File: config.mk
export PLATFORM = sky130hd
export DESIGN_NAME = led_seq_ctrl
export DESIGN_NICKNAME = d
export VERILOG_FILES = /design/src/rtl/led_seq_ctrl.sv
export SDC_FILE = /design/constraint.sdc
export NUM_CORES = 1
export LEC_CHECK = 0
export CAP_MARGIN = 20
export CORE_MARGIN = 2
export CORE_UTILIZATION = 50
export CTS_CLUSTER_SIZE = 25
export DETAILED_ROUTE_END_ITERATION = 10
export PLACE_DENSITY = 0.7
export SLEW_MARGIN = 20
export SYNTH_ARGS = -nofsm -noshare
export SYNTH_HDL_FRONTEND = slang
export SYNTH_SLANG_ARGS = --single-unit
export TNS_END_PERCENT = 100
File: constraint.sdc
create_clock -name clk -period 2.47 [get_ports clk]
set_input_delay 0.494 -clock clk [delete_from_list [all_inputs] [get_ports clk]]
set_output_delay 0.494 -clock clk [all_outputs]
set_load 0.05 [all_outputs]
File: src/rtl/led_seq_ctrl.sv
// led_seq_ctrl: playlist sequencer issuing start/abort/step commands to the 16-LED pattern engine
// ports: clk, rst_n (async, active-low); cfg_we/cfg_addr/cfg_mode/cfg_rep write one of four
//        {mode, repeat} entries; run plays the playlist, pause freezes step ticks;
//        eng_mode/eng_start/eng_abort/step_tick drive the engine, eng_done ends a pass;
//        busy, cur_idx and pass_cnt report progress
module led_seq_ctrl #(
  parameter int TICK_DIV = 50
) (
  input  logic       clk,
  input  logic       rst_n,
  input  logic       cfg_we,
  input  logic [1:0] cfg_addr,
  input  logic [1:0] cfg_mode,
  input  logic [3:0] cfg_rep,
  input  logic       run,
  input  logic       pause,
  output logic [1:0] eng_mode,
  output logic       eng_start,
  output logic       eng_abort,
  output logic       step_tick,
  input  logic       eng_done,
  output logic       busy,
  output logic [1:0] cur_idx,
  output logic [7:0] pass_cnt
);
  typedef enum logic [2:0] {IDLE, LOAD, START, WAIT, NEXT} state_t;
  localparam logic [25:0] T_LAST = 26'(TICK_DIV - 1);
  localparam logic [25:0] T_PRE = 26'(TICK_DIV - 2);
  state_t state, state_n;
  logic [1:0] mode_q [4];
  logic [3:0] rep_q [4];
  logic [3:0] rep_left, rep_left_n;
  logic [2:0] skip_cnt, skip_n;
  logic [25:0] tick_cnt, tick_n;
  logic [1:0] eng_mode_n, cur_idx_n;
  logic [7:0] pass_n;
  logic abort_n, tick_pulse_n, any_rep;
  assign any_rep = |{rep_q[0], rep_q[1], rep_q[2], rep_q[3]};
  assign busy = state != IDLE;
  assign eng_start = state == START;
  always_comb begin
    state_n = state;
    cur_idx_n = cur_idx;
    pass_n = pass_cnt;
    eng_mode_n = eng_mode;
    rep_left_n = rep_left;
    skip_n = skip_cnt;
    tick_n = tick_cnt;
    abort_n = 1'b0;
    tick_pulse_n = 1'b0;
    if (state != IDLE && !run) begin
      state_n = IDLE;
      abort_n = 1'b1;
    end else begin
      case (state)
        IDLE: if (run && any_rep) begin
          state_n = LOAD;
          cur_idx_n = 2'd0;
          pass_n = 8'd0;
          skip_n = 3'd0;
        end
        LOAD: if (rep_q[cur_idx] == 4'd0) begin
          state_n = NEXT;
          skip_n = skip_cnt + 3'd1;
        end else begin
          state_n = START;
          rep_left_n = rep_q[cur_idx];
          eng_mode_n = mode_q[cur_idx];
          skip_n = 3'd0;
        end
        START: begin
          state_n = WAIT;
          tick_n = 26'd0;
        end
        WAIT: if (eng_done) begin
          pass_n = pass_cnt + 8'd1;
          rep_left_n = rep_left - 4'd1;
          state_n = rep_left == 4'd1 ? NEXT : START;
        end else if (!pause) begin
          tick_n = tick_cnt == T_LAST ? 26'd0 : tick_cnt + 26'd1;
          // tick fires on arrival at the last count, so a pause parked there cannot repeat it
          tick_pulse_n = tick_cnt == T_PRE;
        end
        NEXT: begin
          cur_idx_n = cur_idx + 2'd1;
          state_n = skip_cnt == 3'd4 ? IDLE : LOAD;
        end
        default: state_n = IDLE;
      endcase
    end
  end
  always_ff @(posedge clk or negedge rst_n) begin
    if (!rst_n) begin
      state <= IDLE;
      cur_idx <= 2'd0;
      pass_cnt <= 8'd0;
      eng_mode <= 2'd0;
      rep_left <= 4'd0;
      skip_cnt <= 3'd0;
      tick_cnt <= 26'd0;
      eng_abort <= 1'b0;
      step_tick <= 1'b0;
      for (int i = 0; i < 4; i++) begin
        mode_q[i] <= 2'd0;
        rep_q[i] <= 4'd0;
      end
    end else begin
      state <= state_n;
      cur_idx <= cur_idx_n;
      pass_cnt <= pass_n;
      eng_mode <= eng_mode_n;
      rep_left <= rep_left_n;
      skip_cnt <= skip_n;
      tick_cnt <= tick_n;
      eng_abort <= abort_n;
      step_tick <= tick_pulse_n;
      if (cfg_we) begin
        mode_q[cfg_addr] <= cfg_mode;
        rep_q[cfg_addr] <= cfg_rep;
      end
    end
  end
endmodule

== Word-level counts from Yosys, hierarchy flattened ==
Cells that the tools add are included.

* $mul: 0
* Reduce and logical (&&, ||, !) cells: 20
* Order comparisons: 3
* $add $sub $neg: 5
* Shift operators: 0
* Div/mod/pow operators: 0
* Mux-type cells: 39
* Bitwise operators: 4
* Equal/unequal tests: 15

{| class="wikitable"
|+ Operators by type and width
! operator !! number
|-
| two-way mux 26 bit || 3
|-
| == test 26 x 6 -> 1 bit, second input constant || 2
|-
| one-hot mux 26 bit (2 select lines) || 1
|-
| adder 26 x 1 -> 26 bit, second input constant || 1
|-
| two-way mux 3 bit || 7
|-
| two-way mux 4 bit || 5
|-
| bitwise mux 16 bit || 1
|-
| two-way mux 8 bit || 2
|-
| one-hot mux 8 bit (2 select lines) || 1
|-
| OR reduction 16 bit || 1
|-
| one-hot mux 3 bit (5 select lines) || 1
|-
| AND reduction 4 bit || 3
|-
| inequality test 2 bit, second input constant || 5
|-
| nonzero test 2 bit || 5
|-
| AND reduction 3 bit || 3
|-
| adder 8 x 1 -> 8 bit, second input constant || 1
|-
| binary-select mux 4 bit (select 2 bit) || 1
|-
| bitwise mux 8 bit || 1
|-
| demux 4 bit (select 2 bit) || 1
|-
| two-way mux 2 bit || 4
|-
| one-hot mux 4 bit (2 select lines) || 1
|-
| == test 3 x 2 -> 1 bit, second input constant || 2
|-
| == test 3 bit, second input constant || 2
|-
| >= comparator 3 bit, second input constant || 2
|-
| 20 further kinds || 30
|}

* Bits in latches: 0
* Memories kept: 0
* Register bits: 74
* Output and inout bits: 16
* Logic and storage cells: 103
* Memory bits (writable): 0
* Bits in read-only memories: 0

== Depth between registers and ports, before layout ==
Gate-level depths: netlist of run 1.

* Word-level depth: 8
* Depth in mapped cells: 7

== Worst setup path before layout of run 1 ==
No wires, ideal clock.

* Path kind: register -> register
* Start point: reg cur_idx[0]
* End point: reg eng_mode[0]
* Library setup time: 125 ps
* Stages on the path, launching flop included: 6
* Setup slack: 13 ps
* Arrival time: 2,332 ps
* Cell sequence: dfrtp_1 buf_6 mux4_2 or4_4 nand3_4 mux2_4

* Cells in the longest elaborated chain, start to end: 7
* Elaborated cells on any way between the ends: 10
* Those cells by class: mux: 6; bitwise: 2; reduce/logical: 2

{| class="wikitable"
|+ Ends and longest elaborated chain
! element !! RTL line !! source
|-
| start, declared || 23 || <nowiki>output logic [1:0] cur_idx,</nowiki>
|-
| start signal, assigned || 109 || <nowiki>cur_idx <= cur_idx_n;</nowiki>
|-
| NOT 2 -> 3 bit (not written as such) (*) || 62, 68 ||
|-
| binary-select mux 4 bit (select 2 bit) || 62 || <nowiki>LOAD: if (rep_q[cur_idx] == 4'd0) begin</nowiki>
|-
| two-way mux 4 bit (not written as such) (2 in series) || 62 ||
|-
| zero test 4 bit || 62 ||
|-
| NOT 1 bit (no line) || -- ||
|-
| AND reduction 3 bit (no line) || -- ||
|-
| end signal, assigned || 111 || <nowiki>eng_mode <= eng_mode_n;</nowiki>
|-
| end, declared || 17 || <nowiki>output logic [1:0] eng_mode,</nowiki>
|}

Every way passes the cells marked *; elsewhere a longest branch is shown, timed or not. The select of a mux whose other input is x is not followed.
A chain may end at the register's enable or synchronous reset.

== Final worst setup path of run 1 ==
* Start point: reg cur_idx[0]
* End point: reg eng_mode[1]

The elaborated chain is that of the path after synthesis.

==> metrics.txt, run 1 <==
status=completed; Post-synth EDFFs=0; final routed wirelength across all metal layers=around 8.0 mm; share of total power in the clock network=31.7%; normalized max-slew margin=59.8%; number of synthesized register bits=74; Tcrit/Tclk final=just over 90%; Setup crit start=cur_idx[0]; area share of the largest cell type after synthesis=47.6%; CTS clk-pin slew, worst paths=0.08 ns; power after layout=between 3 and 4 mW; multiplexer fraction of the synthesized cell area=roughly 13%; most repeated cell in the gate-level netlist after synthesis=sky130_fd_sc_hd__dfrtp_1; clk_lat worst skew=0.35 ns; number of buffers inserted by port buffering=29; Clock Skews=0.0106 ns; Detailed Routing Iterations Pass 1=4; leading area contributor after synthesis=sky130_fd_sc_hd__dfrtp_1; arrival time of the worst setup path=2.55 ns; RSZ-0062 raised after global routing=false; number of global-route vias before repair=around 2,800; CTS tree=built; Vias=2,940; WL/cell=15.8 um; I/O Pins=30; highest-delay cell along the critical path=sky130_fd_sc_hd__mux4_2; final instance area=4560 um2; Die Area=8500 um2; Mean Syn Cell Area=10.9 um2; Adder-Cell Fraction of Synth Area=2.57%; startpoint of the most critical register-to-register path=cur_idx[0]; Post-CTS Setup Inserts=0; number of H-tree levels=3; Clock Tree Root=sky130_fd_sc_hd__clkbuf_8; maximum number of pins on one net before global-route repair=46; WP data required=between 2 and 3 ns; combinational fraction of design power=24.5%; clock buffers created by TritonCTS=9; number of nets with antenna violations after detailed routing=0; half-perimeter wire length of the detailed placement result=5.70 mm; power per cell area=777 nW/um2; register area share after synthesis=47.6%; sum of overflow across all layers after global routing=0; area fraction in compound gates after synthesis=9.78%; endpoint of the worst register-to-register path=eng_mode[1]; layout cells sized above 1=between 10% and 20%; setup slack at placement=between 0.1 and 0.15 ns; total negative slack for setup checks=0 ns; post-synthesis simple-gate area fraction=21.1%; fill cell instance count of the final layout=643; sequential group share of total power=43.8%; drt drc=0; fin cells=506; Synth-to-Final Area Change=17.3%; path type of the worst min-delay path=in -> async; number of antenna diodes=0; classification of the worst setup path=reg -> reg; CTS Buffer Depth=2; Area after DPL=roughly 4300 um2; number of cells on the worst reg-to-reg path=4; Placed Cells incl. Taps=just under 500; highest fanout seen on the critical path=7; number of maximum-capacitance violations=0; achievable clock frequency=434 MHz; share of async-settable or async-resettable flops after synthesis=100%; measured slew at the worst slew-check pin=a little over 0.6 ns; Final GP Congestion=approximately 0.82; count of nets after finishing=421; Cell Area, Synth=3890 um2; main area contributors after synthesis=sky130_fd_sc_hd__dfrtp_1 (48%), sky130_fd_sc_hd__mux2_2 (7.2%), sky130_fd_sc_hd__nor2_1 (2.8%), sky130_fd_sc_hd__xor2_1 (2.7%), sky130_fd_sc_hd__ha_1 (2.6%); CTS sink count=74; die height=92.2 um; top cell types by occurrence after synthesis=sky130_fd_sc_hd__dfrtp_1 (74), sky130_fd_sc_hd__nor2_1 (29), sky130_fd_sc_hd__mux2_2 (25), sky130_fd_sc_hd__nand2_1 (22), sky130_fd_sc_hd__a21oi_1 (19); critical path, cell by cell=mux4_2 -> or4_4 -> nand3_4 -> mux2_4; parity-gate share of the synthesized area counting xor and xnor cells=roughly 3.2%; register-to-register setup slack=0.16 ns; ratio of routed vias to standard cells=5.81; Net Sw Power=1.11 mW; final core area utilization=59.6%; Std-Cell Rows=32; number of different library cells in the post-synthesis netlist=60; least setup slack across all paths after layout=0.165 ns; final hold violation count=0; Initial Util=about half; violation count after the first detailed-route iteration=131; type of destination of the critical path=register; Min Clock Period, post-route=between 2 and 2.5 ns; worst hold slack=0.153 ns; critical path launch point type=register; Setup-failing EPs final=0; internal power of the cells=2.43 mW; most frequently used flop master after synthesis=sky130_fd_sc_hd__dfrtp_1; Static Leakage=around 2 nW; Switching Share=31.3%; width of the chip=92.2 um; number of antenna violations at the first check in global routing=0; GR Util All Layers=20.2%; synthesized netlist cell count=357; max-slew violation count=0; maximum cell stage delay along the critical path=0.60 ns; Floorplan Core Area=about 7600 um2; first-pass GRT wire length=13.5 mm; largest family of logic cells by synthesized area=simple AND/OR/NAND/NOR gates; Synth Warn #=0; worst-case vdd ir drop=0.422 mV; nets in the synthesized netlist=about 380
==> kinds of logic (layout without fill, tap and decap cells) <==
logic type                 Yosys count  in the layout
DFF                                 74             74
adders and majority gates            8              8
buffers and inverters               20             67
muxes                               37             37
xor gates and xnor gates            14             14
and+or+nand+nor                    142            142
AOI/OAI and AO/OA                   62             62
==> power groups by stage <==
stage | combinational (mW) | sequential (mW) | clock, mW
global placement | 0.852 | 1.56 | 0
finish | 0.867 | 1.55 | 1.12
CTS | 0.875 | 1.55 | 1.15
global route | 0.955 | 1.58 | 1.19
floorplan | 0.547 | 1.61 | 0
detailed placement | 0.872 | 1.57 | 0
==> per-layer routing <==
| layer | GRT usage (%) | share of wire [%] | wire length (um) | vias to the layer above |
|---|---|---|---|---|
| li1 | - | - | - | 1417 |
| met1 | 28.0 | 49 | 3900 | 1459 |
| met2 | 30.9 | 46 | 3660 | 54 |
| met3 | 4.19 | 3.6 | 287 | 10 |
| met4 | 8.46 | 1.8 | 142 | 0 |
| met5 | 0 | 0 | 0 | - |
==> how the worst max path moves through the flow <==
stage	cells past startpoint	endpoint	slack, ns
floorplan	5	eng_mode[0]	0.01
global placement	4	eng_mode[0]	0.21
detailed placement	4	eng_mode[0]	0.15
CTS	2	cur_idx[0]	0.0008
global route	4	eng_mode[1]	0.06
finish	4	eng_mode[1]	0.16
==> layout make-up <==
| cell class | count | area (um2) | share of cell area [%] |
|---|---|---|---|
| repair buffers | 42 | 395 | 8.67 |
| clock inverters | 5 | 103 | 2.25 |
| well taps | 102 | 128 | 2.80 |
| multi-input cells | 263 | 1920 | 42.1 |
| flip-flops and latches | 74 | 1850 | 40.6 |
| clock buffers | 11 | 131 | 2.88 |
| inverters | 9 | 33.8 | 0.741 |
==> sequential cells by signal, summed over array words and instances (netlist names), 3 cells and up <==
name and count:
mode_q 8, pass_cnt 8, rep_left 4, skip_cnt 3, tick_cnt 26, rep_q 16
state 3
==> critical path, delay by kind of cell, from the launching register on <==
family	cells	cell delay [ns]
and+or+nand+nor	2	0.73
muxes	2	0.90
DFF	1	0.57
==> cells in the final DEF, fill, tap and decap left out, types with 10 or more instances in the layout <==
master | netlist | final
sky130_fd_sc_hd__dfrtp_1 | 74 | 74
sky130_fd_sc_hd__nor2_1 | 29 | 29
sky130_fd_sc_hd__mux2_2 | 25 | 25
sky130_fd_sc_hd__clkdlybuf4s50_1 | 0 | 25
sky130_fd_sc_hd__nand2_1 | 22 | 22
sky130_fd_sc_hd__a21oi_1 | 19 | 19
sky130_fd_sc_hd__nand3_1 | 15 | 15
sky130_fd_sc_hd__buf_4 | 3 | 15
sky130_fd_sc_hd__xor2_1 | 12 | 12
sky130_fd_sc_hd__nand4_1 | 11 | 11
sky130_fd_sc_hd__o21ai_0 | 10 | 10
==> what timing repair did <==
action | CTS | global route
resized for setup | 0 | 1
hold buffers | 0 | 0
setup endpoints to repair | 0 | 1
Power figures use the tool's default switching activity.
==> run 2, diff against run 1 <==
--- a/config.mk
+++ b/config.mk
@@ -10,6 +10,7 @@
 export CORE_UTILIZATION = 50
 export CTS_CLUSTER_SIZE = 25
 export DETAILED_ROUTE_END_ITERATION = 10
+export HOLD_SLACK_MARGIN = 0.03
 export PLACE_DENSITY = 0.7
 export SLEW_MARGIN = 20
 export SYNTH_ARGS = -nofsm -noshare
==> results of run 2 <==
The final DEF is identical to that of run 1; final timing and power are the same.
